File: config.mk
export PLATFORM = sky130hd
export DESIGN_NAME = tama_status_fsm
export DESIGN_NICKNAME = d
export VERILOG_FILES = /design/src/rtl/tama_pkg.sv /design/src/rtl/tama_hold_cnt.sv /design/src/rtl/tama_status_fsm.sv
export SDC_FILE = /design/constraint.sdc
export NUM_CORES = 1
export LEC_CHECK = 0
export CELL_PAD_IN_SITES_DETAIL_PLACEMENT = 2
export CELL_PAD_IN_SITES_GLOBAL_PLACEMENT = 2
export CORE_UTILIZATION = 35
export CTS_CLUSTER_DIAMETER = 120
export CTS_CLUSTER_SIZE = 30
export DETAILED_ROUTE_END_ITERATION = 12
export PLACE_DENSITY = 0.86
export SYNTH_ARGS = -nofsm -noshare
export SYNTH_HDL_FRONTEND = slang
export SYNTH_SLANG_ARGS = --single-unit
File: constraint.sdc
create_clock -name clk -period 5.3 [get_ports clk]
set_input_delay 0.795 -clock clk [delete_from_list [all_inputs] [get_ports clk]]
set_output_delay 0.795 -clock clk [all_outputs]
set_load 0.005 [all_outputs]
File: src/rtl/tama_pkg.sv
// tama_pkg: status codes and level helpers shared by the status FSM, level processor and display.
package tama_pkg;
  localparam logic [2:0] ST_FELIZ      = 3'd0;
  localparam logic [2:0] ST_ABURRIDO   = 3'd1;
  localparam logic [2:0] ST_CANSADO    = 3'd2;
  localparam logic [2:0] ST_DESCANSO   = 3'd3;
  localparam logic [2:0] ST_HAMBRIENTO = 3'd4;
  localparam logic [2:0] ST_ENFERMO    = 3'd5;
  localparam logic [2:0] ST_MUERTO     = 3'd6;
  localparam int MAX_LVL = 5;
  typedef enum logic [2:0] {
    S_FELIZ      = ST_FELIZ,
    S_ABURRIDO   = ST_ABURRIDO,
    S_CANSADO    = ST_CANSADO,
    S_DESCANSO   = ST_DESCANSO,
    S_HAMBRIENTO = ST_HAMBRIENTO,
    S_ENFERMO    = ST_ENFERMO,
    S_MUERTO     = ST_MUERTO
  } status_t;
  function automatic logic [2:0] sat_lvl(input logic [2:0] l);
    return (l > 3'(MAX_LVL)) ? 3'(MAX_LVL) : l;
  endfunction
endpackage

File: src/rtl/tama_hold_cnt.sv
// tama_hold_cnt: debounces the candidate status and counts consecutive starving ticks.
module tama_hold_cnt import tama_pkg::*; #(
  parameter int CNT_W        = 6,
  parameter int HOLD_TICKS   = 4,
  parameter int STARVE_TICKS = 60
) (
  input  logic       clk,
  input  logic       rst,
  input  logic       hold_clr,
  input  logic       hold_en,
  input  logic [2:0] cand,
  input  logic [2:0] status,
  input  logic       starve_clr,
  input  logic       starve_en,
  input  logic       h_zero,
  output logic       commit,
  output logic       starved
);
  logic [CNT_W-1:0] hold, hold_d, starve, starve_d;
  logic [2:0] prev;
  always_comb begin
    hold_d = (prev == cand) ? hold + 1'b1 : CNT_W'(1);
    starve_d = !h_zero ? '0 : (&starve) ? starve : starve + 1'b1;
    commit = hold_en && !hold_clr && cand != status && hold_d == CNT_W'(HOLD_TICKS);
    starved = starve_en && !starve_clr && starve_d >= CNT_W'(STARVE_TICKS);
  end
  always_ff @(posedge clk or negedge rst)
    if (!rst) begin
      hold <= '0;
      prev <= ST_FELIZ;
    end else if (hold_clr) begin
      hold <= '0;
      prev <= ST_FELIZ;
    end else if (hold_en) begin
      hold <= (cand == status || commit) ? '0 : hold_d;
      prev <= cand;
    end
  always_ff @(posedge clk or negedge rst)
    if (!rst) starve <= '0;
    else if (starve_clr) starve <= '0;
    else if (starve_en) starve <= starve_d;
endmodule

File: src/rtl/tama_status_fsm.sv
// tama_status_fsm: behaviour-state controller driven by need levels, sickness timeout and buttons.
module tama_status_fsm import tama_pkg::*; #(
  parameter int LOW_LVL      = 1,
  parameter int FULL_LVL     = 5,
  parameter int HOLD_TICKS   = 4,
  parameter int STARVE_TICKS = 60,
  parameter int CNT_W        = 6
) (
  input  logic       clk,
  input  logic       rst,
  input  logic       tick,
  input  logic [2:0] h,
  input  logic [2:0] d,
  input  logic [2:0] e,
  input  logic       enMue,
  input  logic       regrst,
  input  logic       regtest,
  input  logic       regcurar,
  input  logic       regdormir,
  output logic [2:0] status,
  output logic       chg,
  output logic       testmode
);
  status_t state, state_d, cand;
  logic [2:0] hs, ds, es;
  logic lh, ld, le, bad, normal, sleep, commit, starved;
  assign hs = sat_lvl(h);
  assign ds = sat_lvl(d);
  assign es = sat_lvl(e);
  assign status = state;
  always_comb begin
    lh = hs <= 3'(LOW_LVL);
    ld = ds <= 3'(LOW_LVL);
    le = es <= 3'(LOW_LVL);
    cand = (2'(lh) + 2'(ld) + 2'(le) >= 2'd2) ? S_ENFERMO : lh ? S_HAMBRIENTO :
           le ? S_CANSADO : ld ? S_ABURRIDO : S_FELIZ;
    bad = state == status_t'(3'd7);
    normal = state inside {S_FELIZ, S_ABURRIDO, S_CANSADO, S_HAMBRIENTO};
    sleep = tick && state == S_CANSADO && regdormir;
    state_d = state;
    if (regrst) state_d = S_FELIZ;
    else if (regtest) state_d = (state >= S_MUERTO) ? S_FELIZ : status_t'(state + 3'd1);
    else if (bad) state_d = S_FELIZ;
    else if (tick && state != S_MUERTO) begin
      if (state == S_ENFERMO) state_d = enMue ? S_MUERTO : regcurar ? S_FELIZ : starved ? S_MUERTO : state;
      else if (starved) state_d = S_MUERTO;
      else if (state == S_DESCANSO) state_d = (es >= 3'(FULL_LVL) || regdormir) ? cand : state;
      else if (sleep) state_d = S_DESCANSO;
      else if (commit) state_d = cand;
    end
  end
  // Any non-debounced transition or button action restarts the debounce from scratch.
  tama_hold_cnt #(.CNT_W(CNT_W), .HOLD_TICKS(HOLD_TICKS), .STARVE_TICKS(STARVE_TICKS)) u_cnt (
    .clk(clk),
    .rst(rst),
    .hold_clr(regrst || regtest || bad || sleep || (tick && !normal)),
    .hold_en(tick && normal && !regrst && !regtest),
    .cand(cand),
    .status(state),
    .starve_clr(regrst || regtest),
    .starve_en(tick && state != S_MUERTO && !bad),
    .h_zero(hs == 3'd0),
    .commit(commit),
    .starved(starved)
  );
  always_ff @(posedge clk or negedge rst)
    if (!rst) begin
      state <= S_FELIZ;
      chg <= 1'b0;
      testmode <= 1'b0;
    end else begin
      state <= state_d;
      chg <= state_d != state;
      testmode <= regrst ? 1'b0 : regtest ? 1'b1 : testmode;
    end
endmodule

Yosys cells after proc, flatten, opt, wreduce, memory -nomap -nowiden:

Cells that the tools add are included.

* register bits: 20
* bits of input ports: 17
* output and inout port bits: 5
* logic and storage cells: 98

* add/subtract/negate cells: 5
* magnitude comparators: 10
* eq/ne operators: 12
* muxes and demuxes: 33
* reduce and logical (&&, ||, !) cells: 32

Operators by type and width (number)
* $mux W3: 21
* $mux W6: 8
* $logic_and A1 B1 Y1: 13
* $add A6 B1 Y6 const B: 2
* $eq A3 B3 Y1 const B: 3
* $gt A3 B3 Y1 const B: 3
* $le A3 B1 Y1 const B: 3
* $eq A3 B2 Y1 const B: 2
* $eq A3 B3 Y1: 2
* $eq A6 B3 Y1 const B: 1
* $ge A3 B3 Y1 const B: 2
* $ge A6 B6 Y1 const B: 1
* $logic_not A1 Y1: 6
* $logic_not A3 Y1: 2
* $logic_or A1 B1 Y1: 6
* $ne A3 B3 Y1: 2
* $reduce_and A6 Y1: 1
* $reduce_bool A2 Y1: 3
* $reduce_bool A4 Y1: 1
* $add A3 B1 Y3 const B: 1
* $eq A3 B1 Y1 const B: 1
* $mux W1: 3
* $ne A3 B3 Y1 const B: 1
* $add A1 B1 Y2: 1
* other kinds (3): 3

Depth between registers and ports, before layout:

Gate-level depths: netlist (run 1).

* depth in word-level cells: 21
* mapped depth: 11
* depth with buffers taken out: 11

Modules after synthesis:

Synthesis (run 1) repeated with hierarchy kept, for this count alone.

* cell total of the unflattened synthesis: 207
* area, all modules: 1735.4 um^2

By module, submodules not included
* tama_hold_cnt: times used 1, cells each 104, area each 948.4 um^2, sequential area each 375.4 um^2
* tama_status_fsm: times used 1, cells each 103, area each 787.0 um^2, sequential area each 125.1 um^2

Worst setup path before layout (run 1):

No wires, ideal clock.

* kind: input -> register
* from: in h[1]
* to: reg chg
* library setup time: 0.126 ns
* arrival time: 3.268 ns
* required time: 5.174 ns
* setup slack: 1.906 ns
* stages: 10
* path buffers: 0
* cell sequence: nor2_1 -> ha_1 -> nor2_1 -> or4b_4 -> o31a_1 -> a211oi_2 -> mux2i_1 -> o211ai_2 -> mux2i_1 -> a311o_1

* cells in the longest elaborated chain, start to end: 21
* elaborated cells on any way between the ends: 32
* classes of those cells: add/sub: 2; order compare: 4; eq/ne: 4; mux: 18; reduce/logical: 4

Ends and longest elaborated chain
* from (decl): line tama_status_fsm.sv:12 `input logic [2:0] h,`
* $gt A3 B3 Y1: line tama_pkg.sv:21 `return (l > 3'(MAX_LVL)) ? 3'(MAX_LVL) : l;`
* $mux W3 *: line tama_pkg.sv:21
* $le A3 B1 Y1: line tama_status_fsm.sv:32 `lh = hs <= 3'(LOW_LVL);`
* $add A1 B1 Y2: line tama_status_fsm.sv:35 `cand = (2'(lh) + 2'(ld) + 2'(le) >= 2'd2) ? S_ENFERMO : lh ? S_HAMBRIENTO :`
* $add A2 B1 Y2: line tama_status_fsm.sv:35
* $ge A2 B2 Y1: line tama_status_fsm.sv:35
* $mux W3: line tama_status_fsm.sv:35
* $eq A3 B3 Y1: line tama_hold_cnt.sv:22 `hold_d = (prev == cand) ? hold + 1'b1 : CNT_W'(1);`
* (+5 left out)
* $mux W3: line tama_status_fsm.sv:47 `else if (state == S_DESCANSO) state_d = (es >= 3'(FULL_LVL) || regdormir) ? cand : state;`
* $mux W3: line tama_status_fsm.sv:46 `else if (starved) state_d = S_MUERTO;`
* $mux W3 *: line tama_status_fsm.sv:45 `if (state == S_ENFERMO) state_d = enMue ? S_MUERTO : regcurar ? S_FELIZ : starved ? S_MUERTO : state;`
* $mux W3 *: line tama_status_fsm.sv:44 `else if (tick && state != S_MUERTO) begin`
* $mux W3 *: line tama_status_fsm.sv:43 `else if (bad) state_d = S_FELIZ;`
* $mux W3 *: line tama_status_fsm.sv:42 `else if (regtest) state_d = (state >= S_MUERTO) ? S_FELIZ : status_t'(state + 3'd1);`
* $mux W3 *: line tama_status_fsm.sv:41 `if (regrst) state_d = S_FELIZ;`
* $ne A3 B3 Y1 *: line tama_status_fsm.sv:73 `chg <= state_d != state;`
* to (signal assigned): line tama_status_fsm.sv:73
* to (decl): line tama_status_fsm.sv:21 `output logic chg,`

Every way passes the cells marked *; elsewhere a longest branch is shown, timed or not.
A chain may end at the register's enable or synchronous reset.

Worst setup path after layout (run 1):

* from: in e[2]
* to: reg chg

* cells in the longest elaborated chain, start to end: 20
* elaborated cells on any way between the ends: 27
* classes of those cells: add/sub: 1; order compare: 4; eq/ne: 4; mux: 15; reduce/logical: 3

Ends and longest elaborated chain
* from (decl): line tama_status_fsm.sv:14 `input logic [2:0] e,`
* $gt A3 B3 Y1: line tama_pkg.sv:21
* $mux W3 *: line tama_pkg.sv:21
* $le A3 B1 Y1: line tama_status_fsm.sv:34 `le = es <= 3'(LOW_LVL);`
* $add A2 B1 Y2 / $mux W2 (equally long branches): line tama_status_fsm.sv:35, tama_status_fsm.sv:36
* $ge A2 B2 Y1 / $mux W3 (equally long branches): line tama_status_fsm.sv:35
* $mux W3: line tama_status_fsm.sv:35
* $eq A3 B3 Y1: line tama_hold_cnt.sv:22
* $mux W6: line tama_hold_cnt.sv:22
* (+4 left out)
* $mux W3 *: line tama_status_fsm.sv:47
* $mux W3 *: line tama_status_fsm.sv:46
* $mux W3 *: line tama_status_fsm.sv:45
* $mux W3 *: line tama_status_fsm.sv:44
* $mux W3 *: line tama_status_fsm.sv:43
* $mux W3 *: line tama_status_fsm.sv:42
* $mux W3 *: line tama_status_fsm.sv:41
* $ne A3 B3 Y1 *: line tama_status_fsm.sv:73

Marks and branches as above.

==> run summary, run 1 <==
status: finished, final reports clean
Detailed Routing Iterations Pass 1: 4
fin crit share: 0.744
HP Class: reg -> reg
final core utilization: 0.441
Via Count: 1874
Synth area leaders: dfrtp_1, ha_1, nand2_1
Worst Setup End Kind: flip-flop
Antenna Cells: 0
Post-Layout Cell Count: 324
crit path max fanout: 7
cell row count: 25
Simple-Gate Fraction of Synth Area: 0.295
max_cap viols: 0
largest net degree at the start of global routing: 21
vias in the first global route: 1904
synth warn: 0
Die Area: 5540 sq um
Crit path max-delay family: simple AND/OR/NAND/NOR gates
Synth Area in Adders: 0.0682
Slowest-stage cell, CP: nor3_1
multiplexer share of the synthesized area: 0.0218
CTS Buffer Depth: 2
initial DRC count: 70
first-pass GRT wire length: 9360 um
critical path cell sequence: clkdlybuf4s50_1, nor2_1, ha_1, nor3b_1, nor3_1, a21oi_1, o22ai_1, nand3_1, nor2_1, nor3_1, a311o_1
GR peak layer: met2
cell count after synthesis: 240
grt total ovfl: 0
buffer and inverter count on the worst path: 1
Cell Area, Synth: 1840 sq um
Worst-path clk slew: 80 ps
met3 GRT Util: 0.0163
Async SR Flop Fraction: 1.00
Post-Place Cells: 320
Post-DP HPWL: 4500 um
most instantiated cells after synthesis: nand2_1, nor2_1, o21ai_0
Root Buffer: clkbuf_8
Final GP Congestion: 0.801
Die Span Y: 74.4 um
Worst-Margin Slew: 1010 ps
antenna violations before repair: 0
share of the synthesized area in the top cell type: 0.273
IO Pins: 22
RSZ-0062 raised after global routing: false
fraction of layout cells with a size suffix above 1: 0.0506
EDFF count, synth: 0
drt drc: 0
Setup violations, final: 0
crit start category: primary input
xor/xnor share of the synthesized area: 0.0286
sequential share of the synthesized area: 0.273
maximum vdd drop: 0.115 mV
predominant post-synthesis flop cell: dfrtp_1
Fin Clk Skew: 3.19 ps
die width: 74.4 um
DR vias/cell: 5.78
Synth Area in Compound Gates: 0.271
fmax: 254 MHz
routed length per instance: 18.0 um
GR Layer Usage met2: 0.380
leading area contributor after synthesis: dfrtp_1
htree depth: 1
post-CTS setup buffer count: 0
leakage power: 0.000844 uW
area delta synth->final: 17.1%
port bufs: 20
Max Slew Vio Count: 0
Rel. slew slack: 0.322
Setup TNS Final: 0 ps
total CTS buffers: 3
worst path required time: 5460 ps
Worst Path Arrival: 4100 ps
setup ws final: 1360 ps
final hold violation count: 0
clock sinks: 20
DP Worst Slack: 1050 ps
Skew-Pair Late Insertion Delay: 270 ps
Yosys reg bits: 20
synth unique cells: 50
syn_area_per_cell: 7.65 sq um
routed wire length: 5850 um
GR Util met1: 0.307
Mapped Nets: 267
nets: 285
Initial Util: 0.376
CTS resizes: 0
core footprint: 4880 sq um
GRT Total Usage: 0.223
# fillers: 603
cts hold-fix bufs: 0
Post-DRT Antenna Nets: 0
largest family of logic cells by synthesized area: simple AND/OR/NAND/NOR gates
CP peak stage delay: 650 ps
fin crit period: 3940 ps
WS Path Type: in -> reg
CTS tree: done
most frequent cell after synthesis: nand2_1
Cell Pwr Density: 201 nW/um^2
-- flip-flops by register name, indices dropped and copies added, names as in the netlist --
| register | flops |
|---|---|
| u_cnt.hold | 6 |
| u_cnt.prev | 3 |
| u_cnt.starve | 6 |
| chg | 1 |
| status | 3 |
| testmode | 1 |
-- placed cells by master, fill, tap and decap left out, types with 4 or more instances in the layout --
master,netlist,layout
o21a_1,5,5
ha_1,10,10
nand2b_1,4,4
nand2_1,33,33
or3_1,5,5
o21ai_0,21,21
clkbuf_8,0,4
nor3_1,9,9
o211ai_1,5,5
nand3_1,8,8
inv_1,12,12
clkdlybuf4s50_1,0,20
mux2i_1,4,4
nor2_1,27,27
dfrtp_1,20,20
a21oi_1,13,13
-- final cells by class --
class / count / area (sq um) / area share
clock buffer: 4 / 55.1 / 0.0256
inverter: 12 / 45.0 / 0.0210
multi-input combinational: 200 / 1260 / 0.585
sequential: 20 / 500 / 0.233
tap: 67 / 83.8 / 0.0390
timing repair buffer: 21 / 208 / 0.0966
-- per-stage QoR --
step / area, sq um / total power [uW] / hold slack, ps
after floorplan: 1840 / 254 / 483
after CTS: 2150 / 435 / 523
after detailed placement: 2090 / 310 / 503
final: 2150 / 433 / 514
after global placement: 2090 / 305 / 483
after global routing: 2150 / 454 / 548
-- tightest hold or removal path, delay by kind of cell, from the launching register on --
kind / cells / cell delay [ps]
flip-flops: 1 / 360
AND/OR/NAND/NOR: 2 / 120
-- path summary, 6_finish.rpt --
kind                       startpoint         endpoint  slack [ps]  depth (start not counted)
hold / removal               testmode         testmode         510                          2
hold reg to reg              testmode         testmode         510                          2
setup / recovery                 e[2]              chg        1360                         11
min in group asynchronous         rst    u_cnt.prev[0]        1070                          1
max in group asynchronous         rst  u_cnt.starve[4]        3610                          1
setup reg to reg            status[1]              chg        1810                         10
-- routing by layer --
layer / up-vias / part of all wire
met1: 933 / 0.50
met3: 5 / 0.019
li1: 911 / -
met5: - / 0
met2: 25 / 0.47
met4: 0 / 0.0099
-- kinds of logic after synthesis --
kind of cell               Yosys count
and+or+nand+nor                    107
adders and majority gates           10
xor gates and xnor gates             6
buffers and inverters               20
AOI/OAI and AO/OA                   73
DFF                                 20
muxes                                4
-- power breakdown --
part	total, uW	internal (uW)	switching (uW)
Clock	126	66.4	59.1
Sequential	174	159	14.8
Combinational	133	60.6	72.5
Total	433	286	146
No activity file was read; power rests on OpenSTA's default activity.
==> run 2, diff against run 1 <==
- CORE_UTILIZATION: 35 -> 29
- PLACE_DENSITY: 0.86 -> 0.76
- clock period: 5.3 -> 3.5 ns (I/O delays scaled with it)
==> run 2 against run 1 <==
Against the previous run:
- core utilization decreased by 5.6 points
- die area increased by 20%
- cell area increased by 7.9%
- worst setup slack got worse by 1100 ps
- final cell count increased by 8.3%
- clock power increased by 94%
- sequential power increased by 43%
- total power increased by 70%
- worst hold slack improved by 4.0 ps
- register-to-register slack got worse by 1400 ps
- critical endpoint unchanged
==> run summary, run 2 (synthesis results as in run 1) <==
Setup violations, final: 0
core footprint: 6030 sq um
drt drc: 0
IO Pins: 22
CP peak stage delay: 470 ps
most common cell after layout, fill and taps aside: nand2_1
max_cap viols: 0
hold_sp: testmode
clock sinks: 20
fin crit share: 0.929
largest net degree at the start of global routing: 21
Post-DRT Antenna Nets: 0
antenna violations before repair: 0
routed wire length: 6200 um
post-CTS setup buffer count: 0
initial DRC count: 54
final hold violation count: 0
Placed Area: 2250 sq um
Max Slew Vio Count: 0
first-pass GRT wire length: 10600 um
wl on met1: 2860 um
Skew-Pair Late Insertion Delay: 260 ps
Worst Setup End Kind: flip-flop
die width: 81.6 um
GRT Total Usage: 0.207
Die Area: 6650 sq um
cts hold-fix bufs: 0
worst path required time: 3650 ps
fraction of layout cells with a size suffix above 1: 0.116
met3 wire length: 233 um
Rel. slew slack: 0.298
most frequent cells in the layout: nand2_1, nor2_1, o21ai_0
RR Startpoint: status[0]
Met2 Routed Length: 3040 um
Post-DP HPWL: 4820 um
Detailed Routing Iterations Pass 1: 4
routed length per instance: 17.7 um
setup ws final: 248 ps
Die Span Y: 81.6 um
DP Worst Slack: -42.5 ps
grt total ovfl: 0
buffer and inverter count on the worst path: 1
leakage power: 0.000944 uW
Via Count: 1933
top sig layer: met4
fin crit period: 3250 ps
vias in the first global route: 2102
Antenna Cells: 0
CTS resizes: 0
RSZ-0062 raised after global routing: false
crit path max fanout: 2
CTS Buffer Depth: 2
Worst-path clk slew: 90 ps
Root Buffer: clkbuf_8
cell row count: 28
final instance area: 2320 sq um
Worst Path Arrival: 3400 ps
Worst-Margin Slew: 1050 ps
CTS tree: done
CP startpoint: e[2]
critical path cell sequence: clkdlybuf4s50_1, nor2_1, ha_1, nor2_1, or4b_4, o31a_1, a211oi_2, mux2i_1, o211ai_2, mux2i_1, a311o_1
status: finished, final reports clean
nets: 304
Slowest-stage cell, CP: or4b_4
WS Path Type: in -> reg
HP Class: reg -> reg
crit start category: primary input
port bufs: 20
DR vias/cell: 5.51
htree depth: 1
Fin Clk Skew: 3.41 ps
area delta synth->final: 26.3%
biggest regs: u_cnt.hold x6, u_cnt.starve x6
Cell Pwr Density: 317 nW/um^2
Initial Util: 0.305
fmax: 308 MHz
Crit path max-delay family: compound AO/OA/AOI/OAI gates
Final GP Congestion: 0.805
total CTS buffers: 3
maximum vdd drop: 0.176 mV
[run 2: changes by cell type in the layout (fill, tap and decap cells not counted), sizes merged]
cell    change
clkbuf      -1
bufinv      +1
buf        +19
[run 2: path summary, 6_finish.rpt]
check	slack, ps	end	depth (start not counted)
setup reg to reg	410	chg	11
hold / removal	520	testmode	2
max in group asynchronous	2040	u_cnt.hold[1]	1
setup / recovery	250	chg	11
min in group asynchronous	820	u_cnt.prev[2]	1
hold reg to reg	520	testmode	2
[run 2: routing by layer]
metal | vias up | GRT usage
li1 | 950 | -
met1 | 946 | 0.269
met2 | 29 | 0.368
met3 | 8 | 0.0211
met4 | 0 | 0.0411
met5 | - | 0
[run 2: worst reg2reg max path: cells and delay by family (launching register included)]
kind	cells	cell delay [ps]
AO/OA/AOI/OAI	4	900
flip-flops	1	400
buffers and inverters	1	180
adder cells (fa/ha/maj)	2	450
AND/OR/NAND/NOR	4	1050
[run 2: per-stage QoR]
step,hold WS [ps],cells,power (uW),utilization,TNS [ps]
floorplan,229,240,385,-,0
global placement,488,347,486,0.373,0
detailed placement,503,347,495,0.373,-42.5
CTS,530,351,748,0.385,0
global route,567,351,777,0.385,0
finish,518,351,734,0.385,0
[run 2: cell type report]
| type | instances | area (sq um) |
|---|---|---|
| multi-input combinational | 200 | 1260 |
| timing repair buffer | 40 | 350 |
| sequential | 20 | 500 |
| tap | 75 | 93.8 |
| fill | 723 | 3710 |
| inverter | 12 | 45.0 |
| clock buffer | 3 | 41.3 |
| clock inverter | 1 | 30.0 |
[run 2: where the power goes]
part	switching (uW)	leakage [uW]	internal, uW	total [uW]
registers	7.78	0.000272	241	249
clock network	91.1	0.0000357	153	244
logic	132	0.000636	109	241
total	231	0.000944	504	734
